$ cat src/rtl/modn_down_ctr.sv
// Programmable mod-N down counter with reload register, one-shot and
// periodic modes, abort, and a terminal-count pulse.
module modn_down_ctr #(
  parameter int unsigned N     = 10,
  parameter int unsigned WIDTH = 8
) (
  input  logic             clk,
  input  logic             rst,
  input  logic             enb,
  input  logic             start,
  input  logic             abort,
  input  logic             load,
  input  logic [WIDTH-1:0] load_val,
  input  logic             auto_reload,
  output logic [WIDTH-1:0] out,
  output logic             cnt_zero,
  output logic             busy,
  output logic             done
);

  typedef enum logic [1:0] {
    IDLE = 2'd0,
    RUN  = 2'd1,
    DONE = 2'd2
  } state_t;

  localparam logic [WIDTH-1:0] RLD_RESET = WIDTH'(N - 1);

  state_t           state;
  state_t           state_nxt;
  logic [WIDTH-1:0] out_nxt;
  logic             cnt_zero_nxt;
  logic [WIDTH-1:0] rld;
  logic [WIDTH-1:0] rld_nxt;
  logic [WIDTH-1:0] start_val;

  // State, count, pulse and reload registers; reset wins over every input.
  always_ff @(posedge clk) begin
    if (rst) begin
      state    <= IDLE;
      out      <= '0;
      cnt_zero <= 1'b0;
      rld      <= RLD_RESET;
    end else begin
      state    <= state_nxt;
      out      <= out_nxt;
      cnt_zero <= cnt_zero_nxt;
      rld      <= rld_nxt;
    end
  end

  // Next-state, next-count and reload update; a same-cycle load feeds the start/reload value.
  always_comb begin
    state_nxt    = state;
    out_nxt      = out;
    cnt_zero_nxt = 1'b0;
    rld_nxt      = load ? load_val : rld;
    start_val    = load ? load_val : rld;

    unique case (state)
      IDLE, DONE: begin
        // abort outranks start even when nothing is running
        if (start && !abort) begin
          out_nxt   = start_val;
          state_nxt = RUN;
        end
      end
      RUN: begin
        if (abort) begin
          state_nxt = IDLE;
        end else if (enb) begin
          if (out != '0) begin
            out_nxt = out - WIDTH'(1);
          end else begin
            cnt_zero_nxt = 1'b1;
            if (auto_reload) begin
              out_nxt = start_val;
            end else begin
              state_nxt = DONE;
            end
          end
        end
      end
      default: begin
        state_nxt = IDLE;
      end
    endcase
  end

  // Status flags are pure decodes of the state register.
  assign busy = (state == RUN);
  assign done = (state == DONE);

endmodule

$ cat config.mk
export PLATFORM = sky130hd
export DESIGN_NAME = modn_down_ctr
export DESIGN_NICKNAME = d
export VERILOG_FILES = /design/src/rtl/modn_down_ctr.sv
export SDC_FILE = /design/constraint.sdc
export NUM_CORES = 1
export LEC_CHECK = 0
export ABC_CLOCK_PERIOD_IN_PS = 2900
export CAP_MARGIN = 10
export CORE_MARGIN = 10
export CORE_UTILIZATION = 30
export CTS_CLUSTER_DIAMETER = 50
export DETAILED_ROUTE_END_ITERATION = 7
export SYNTH_ARGS = -nofsm -noshare
export SYNTH_HDL_FRONTEND = slang
export SYNTH_SLANG_ARGS = --single-unit
export TNS_END_PERCENT = 50
$ cat constraint.sdc
create_clock -name clk -period 2.9 [get_ports clk]
set_input_delay 0.87 -clock clk [delete_from_list [all_inputs] [get_ports clk]]
set_output_delay 0.87 -clock clk [all_outputs]
set_load 0.01 [all_outputs]
# [Yosys cells after proc, flatten, opt, wreduce, memory -nomap -nowiden]
# Cells that the tools add are included.
[totals] in_bits=15 elab_cells=39 output_inout_bits=11 latch_bits=0 romBits=0 ram_bits=0 memories=0 reg_bits=19
[classes] n_shift=0 n_bitwise=2 n_mul=0 magnitude_cmp=0 mux=14 n_eq_ne=9 add_sub_neg=1 reduce_logical=9 n_div=0
[ops] op="$mux 8" n=6
[ops] op="$pmux 8 s2" n=1
[ops] op="$mux 2" n=5
[ops] op="$ne 3x3->1 const B" n=3
[ops] op="$reduce_bool 8->1" n=1
[ops] op="$sub 8x1->8 const B" n=1
[ops] op="$ne 2x2->1 const B" n=3
[ops] op="$reduce_and 5->1" n=1
[ops] op="$pmux 2 s2" n=1
[ops] op="$reduce_and 4->1" n=1
[ops] op="$reduce_or 4->1" n=1
[ops] op="$ne 3x2->1 const B" n=1
[ops] op="$eq 2x1->1 const B" n=1
[ops] op="$eq 2x2->1 const B" n=1
[ops] op="$logic_not 2->1" n=1
[ops] op="$not 1->1" n=2
[ops] op="$reduce_bool 2->1" n=1
[ops] op="$reduce_or 2->1" n=1
[ops] op="$logic_and 1x1->1" n=1
[ops] op="$logic_not 1->1" n=1
[ops] op="$mux 1" n=1

# [Longest topological paths before layout]
# Gate-level depths: netlist of the first run.
[logic_depth] word_depth=6 mapped_depth=9 ltp_nobuf=7

# [Least setup slack after synthesis of the first run]
# Ideal clock, no wire load.
[synth_timing] path_type="input to register" from="in load" to="reg out[4]" arrival_ps=2040 setup_ps=70 required_time_ps=2830 cell_stages=6 path_slack_ps=790 path_buffers=1 path_cell_list="clkbuf_1 mux2i_1 or3_1 a21boi_0 o21ai_1 a21oi_1"
[synth_via] elab_chain_cells=6 word_cells_on_any_way=7 classes_between="mux (7)"
[synth_lines] element="from (decl)" line="12" rtl="input logic load,"
[synth_lines] element="$mux 8 *" line="58" rtl="start_val = load ? load_val : rld;"
[synth_lines] element="$mux 8" line="76" rtl="if (auto_reload) begin"
[synth_lines] element="$mux 8" line="72" rtl="if (out != '0) begin"
[synth_lines] element="$mux 8" line="71" rtl="end else if (enb) begin"
[synth_lines] element="$mux 8" line="69" rtl="if (abort) begin"
[synth_lines] element="$pmux 8 s2 *" line="60" rtl="unique case (state)"
[synth_lines] element="to (signal assigned)" line="46" rtl="out <= out_nxt;"
[synth_lines] element="to (decl)" line="15" rtl="output logic [WIDTH-1:0] out,"
# Mark *: on every way between the ends. The rest lies on a longest branch, timed or not. The select of a mux whose other input is x is not followed.
# A chain may end at the register's enable or synchronous reset.

# [Final worst setup path of the first run]
[layout_timing] from="reg state[1]" to="out busy"
[layout_via] elab_chain_cells=1
[layout_lines] element="from (decl)" line="29" rtl="state_t state;"
[layout_lines] element="from (signal assigned)" line="45" rtl="state <= state_nxt;"
[layout_lines] element="$eq 2x1->1" line="91" rtl="assign busy = (state == RUN);"
[layout_lines] element="to (decl)" line="17" rtl="output logic busy,"
# No other way between the ends.

==> flow_summary.yaml, run 1 <==
outcome:
  status: "completed"
logic_synthesis:
  syn_inst: 122
  ys_seq_area_frac: 0.391
  synth_cell_type_count: 30
  syn_nets: 139
  syn_area_um2: 972
  synth.largest_area_cell: "dfxtp_1"
  synth_top_area_share: 0.391
  yosys-top-cells-area: "dfxtp_1, mux2i_1, nor2_1"
  yosysWarningCount: 0
  ys_seq_elements: 19
  avgSynthCellArea_um2: 7.97
worst_setup_path:
  cp_data_arrival_time_ps: 1570
  crit_type: "register to output port"
  slowest_stage: "clkdlybuf4s50_1"
  worstRegToRegCells: 7
  cpPeakStageDelay_ps: 570
  reg2reg_slack_ps: 650
  crit_fanout: 6
  end_kind: "output port"
  cp.required_ps: 2030
  cp.buffers_inverters: 2
  timing.rr.end: "out[7]"
  start_kind: "register"
  path_cells: "nand2b_1, inv_1, clkdlybuf4s50_1"
  rr_startpoint: "out[0]"
  crit_family: "buffers and inverters"
floorplanning:
  dieArea_um2: 5920
  core_um2: 3080
  start_util: 0.316
  fp.dieH_um: 76.9
  die_w_um: 76.9
  io_pins: 26
  rows: 20
clocking:
  ctsRootBufferMaster: "clkbuf_4"
  clockBufferDepth: 2
  postCtsSetupRepairBufs: 0
  numCtsBuffers: 3
  cts.htree.levels: 1
  cts_tree: "yes"
  cts-resized-gates: 0
  path_clk_slew_ps: 110
  cts_sinks: 19
  cts_hold_buffers: 0
  clk_latency_ps: 290
timing:
  tightest_slew_ps: 693
  drv_slew: 0
  hold_viol_final: 0
  max-slew-margin-rel: 0.537
  max_freq_ghz: 0.411
  finalClockSkew_ps: 3.06
  rsz0062_at_grt: "false"
  min_period_ps: 2440
  setup-violations-final: 0
  finalCritPeriodShare: 0.840
  fin_setup_tns_ps: 0
grt:
  met2_usage: 0.137
  grt_usage: 0.0811
  grtUsageMet1: 0.0952
  grt_pass1_wl_mm: 4.09
  grt_remaining_overflow: 0
  grt_busiest_layer: "met2"
  antenna_found_initial: 0
  grtUsageMet3: 0.0198
  grt_pass1_vias: 895
  grt_start_max_net_pins: 20
hold_path:
  hold_class: "register to register"
  min_to: "out[1]"
  holdPathStages: 2
  hp-start: "out[1]"
finish:
  nets: 165
  antennaDiodeCount: 0
  layout.cells.non_filler: 191
  final_cell_mix: "clkdlybuf4s50_1, nor2_1, dfxtp_1"
  final_common_cell: "clkdlybuf4s50_1"
  area_growth_pct: 33.1
  layout-drive-gt1-share: 0.0476
drt:
  drc: 0
  drt-wirelength-per-cell_um: 13.1
  dr.pass1.iters: 4
  drt_iter0_drc: 48
  num_vias: 935
  totalWireLength_mm: 2.50
  ant_nets: 0
  drt-vias-per-instance: 4.90
job:
  maxCapViolCount: 0
power:
  p_clk_frac: 0.238
  p_sw_frac: 0.304
  ir_drop_mv: 0.197
  power.leakage_nw: 0.485
  pwr-share-comb: 0.261
  sequentialPowerShare: 0.501
  cellPowerDensity_nw_per_um2: 445
  intPower_mw: 0.401
  switchingPower_mw: 0.175
placement:
  hpwlAfterDp_mm: 1.98
  place_inst: 187
  numPortBuffers: 25
  globalplace.congestion: 0.866
## tightest hold or removal path, cell delays in order (launching register included)
cell,delay (ps)
dfxtp_1,350
nand2_1,60
a21oi_1,50
## Yosys cell counts, drive strengths merged
| library cell | n |
|---|---|
| a211oi | 1 |
| a21boi | 1 |
| a21oi | 13 |
| buf | 3 |
| clkbuf | 3 |
| dfxtp | 19 |
| ha | 2 |
| inv | 3 |
| mux2i | 8 |
| nand2 | 9 |
| nand2b | 4 |
| nand3 | 3 |
| nand4 | 2 |
| nor2 | 20 |
| nor2b | 1 |
| nor3 | 3 |
| nor3b | 3 |
| nor4 | 2 |
| o211ai | 2 |
| o21a | 1 |
| o21ai | 12 |
| o311a | 1 |
| o32ai | 2 |
| or2 | 1 |
| or3 | 1 |
| or3b | 1 |
| or4 | 1 |
## kinds of logic (layout without fill, tap and decap cells)
logic type | count (synthesis) | after routing | synth area share
flip-flops | 19 | 19 | 0.391
AO/OA/AOI/OAI | 33 | 33 | 0.207
AND/OR/NAND/NOR | 51 | 51 | 0.256
buffers and inverters | 9 | 34 | 0.0373
adder cells (fa/ha/maj) | 2 | 2 | 0.0257
multiplexers | 8 | 8 | 0.0824
## power groups by stage
stage                     clock network (mW)  registers [mW]  logic, mW
after floorplan                            0           0.295     0.0887
after global placement                     0           0.294      0.149
after detailed placement                   0           0.295      0.150
after CTS                              0.143           0.289      0.151
after global routing                   0.151           0.291      0.164
final                                  0.137           0.289      0.151
## metrics by stage
stage               setup slack (ps)   util  power [mW]  instance area [µm²]  hold slack, ps
global route                     346  0.420       0.606                 1290             538
floorplan                        790      -       0.384                  972             442
CTS                              442  0.420       0.582                 1290             497
finish                           465  0.420       0.576                 1290             496
global placement                 266  0.412       0.443                 1270             475
detailed placement               166  0.412       0.445                 1270             481
## cell type report
| class | count | area (µm²) |
|---|---|---|
| Inverter | 3 | 11.3 |
| Fill cell | 331 | 1780 |
| Multi-Input combinational cell | 94 | 556 |
| Clock buffer | 4 | 26.3 |
| Timing Repair Buffer | 27 | 265 |
| Sequential cell | 19 | 380 |
| Tap cell | 44 | 55.1 |
## layer usage
metal,wire length [µm],part of all wire
met1,1220,0.49
met2,1180,0.47
met3,87,0.035
met4,19,0.0076
met5,0,0
## state kept, by name, summed over array words and instances, names as in the netlist
name	cells
out	8
rld	8
state	2
cnt_zero	1
## worst max path at each step
| stage | from | to | cells past startpoint |
|---|---|---|---|
| 2_1_floorplan | load | out[4] | 6 |
| 3_3_place_gp | abort | out[7] | 6 |
| 3_5_place_dp | abort | out[7] | 6 |
| 4_1_cts | state[1] | busy | 3 |
| 5_1_grt | abort | out[7] | 6 |
| 6_report | state[1] | busy | 3 |
Note: power is estimated with default switching activity, not from simulation.
==> run 2: changes to the inputs <==
- ABC_CLOCK_PERIOD_IN_PS: 2900 -> 2400
- clock period: 2.9 -> 2.4 ns (I/O delays scaled with it)
==> flow_summary.yaml, run 2 (synthesis gave the netlist of run 1 again) <==
drt:
  num_vias: 941
  dr.pass1.iters: 4
  drt_iter0_drc: 46
  drt-wirelength-per-cell_um: 12.7
  totalWireLength_mm: 2.52
  drt-vias-per-instance: 4.75
  drc: 0
  ant_nets: 0
worst_setup_path:
  cp.required_ps: 1680
  crit_fanout: 6
  end_kind: "output port"
  cpPeakStageDelay_ps: 550
  slowest_stage: "clkdlybuf4s50_1"
  path_cells: "nand2b_1, inv_2, clkdlybuf4s50_1"
  start_kind: "register"
  cp_data_arrival_time_ps: 1530
  crit_family: "buffers and inverters"
  crit_type: "register to output port"
  cp.buffers_inverters: 2
floorplanning:
  dieArea_um2: 5920
  start_util: 0.316
  core_um2: 3080
  fp.dieH_um: 76.9
  die_w_um: 76.9
  io_pins: 26
  rows: 20
grt:
  grt_remaining_overflow: 0
  grt_start_max_net_pins: 20
  grt_usage: 0.0892
  antenna_found_initial: 0
  grt_pass1_wl_mm: 4.46
  grt_pass1_vias: 948
finish:
  area_growth_pct: 38.6
  post-route-util: 0.438
  final_common_cell: "clkdlybuf4s50_1"
  antennaDiodeCount: 0
  final_cell_mix: "clkdlybuf4s50_1, nor2_1, dfxtp_1"
  reg.largest.list: "out x8, rld x8, state x2"
  fill_cells: 313
  nets: 172
  layout-drive-gt1-share: 0.104
timing:
  tightest_slew_ps: 668
  drv_slew: 0
  rsz0062_at_grt: "false"
  hold_viol_final: 0
  max-slew-margin-rel: 0.553
  finalCritPeriodShare: 0.939
  finalClockSkew_ps: 1.67
  fin_setup_tns_ps: 0
  min_period_ps: 2250
  max_freq_ghz: 0.444
  setup-violations-final: 0
hold_path:
  hold_class: "register to register"
clocking:
  path_clk_slew_ps: 110
  ctsRootBufferMaster: "clkbuf_4"
  clockBufferDepth: 2
  clk_latency_ps: 290
  cts_tree: "yes"
  cts-resized-gates: 0
  cts_sinks: 19
  cts_hold_buffers: 0
  numCtsBuffers: 3
  cts.htree.levels: 1
  postCtsSetupRepairBufs: 0
power:
  cellPowerDensity_nw_per_um2: 528
  ir_drop_mv: 0.348
  power.leakage_nw: 0.520
  p_total_mw: 0.712
placement:
  globalplace.congestion: 0.848
  numPortBuffers: 25
  hpwlAfterDp_mm: 2.05
job:
  maxCapViolCount: 0
outcome:
  status: "completed"
-- run 2: per-stage QoR --
step	cell area (µm²)	std cells	setup slack (ps)	hold WS [ps]
after global placement	1320	194	118	479
after CTS	1350	198	77.5	503
after floorplan	972	122	339	442
after global routing	1350	198	60.1	512
final	1350	198	147	491
after detailed placement	1320	194	76.3	475
-- run 2: worst register-to-register path, delay by kind of cell, from the launching register on --
| family | cells | cell delay (ps) |
|---|---|---|
| flip-flops | 1 | 350 |
| buffers and inverters | 2 | 290 |
| AND/OR/NAND/NOR | 2 | 620 |
| adder cells (fa/ha/maj) | 1 | 210 |
| AO/OA/AOI/OAI | 3 | 510 |
-- run 2: worst paths after layout --
kind | endpoint | start | slack [ps] | cells past startpoint
max | busy | state[1] | 150 | 3
min | rld[3] | rld[3] | 490 | 2
max reg2reg | out[4] | out[0] | 290 | 8
min reg2reg | rld[3] | rld[3] | 490 | 2
-- run 2: cell type report --
cell class | count | area [µm²] | area share
Clock inverter | 1 | 5.00 | 0.00371
Tap cell | 44 | 55.1 | 0.0409
Multi-Input combinational cell | 94 | 556 | 0.412
Timing Repair Buffer | 34 | 318 | 0.236
Clock buffer | 3 | 22.5 | 0.0167
Sequential cell | 19 | 380 | 0.282
Inverter | 3 | 11.3 | 0.00836
-- run 2: power by group --
| part | switching (mW) | internal (mW) | leakage, nW |
|---|---|---|---|
| registers | 0.0154 | 0.333 | 0.156 |
| logic | 0.0976 | 0.101 | 0.346 |
| clock network | 0.103 | 0.0620 | 0.0177 |
-- run 2: metal layers --
layer | global-route usage | vias up | part of all wire
met5 | 0 | - | 0
li1 | - | 500 | -
met3 | 0.0245 | 2 | 0.049
met4 | 0.0335 | 0 | 0.0075
met1 | 0.108 | 416 | 0.47
met2 | 0.146 | 23 | 0.47
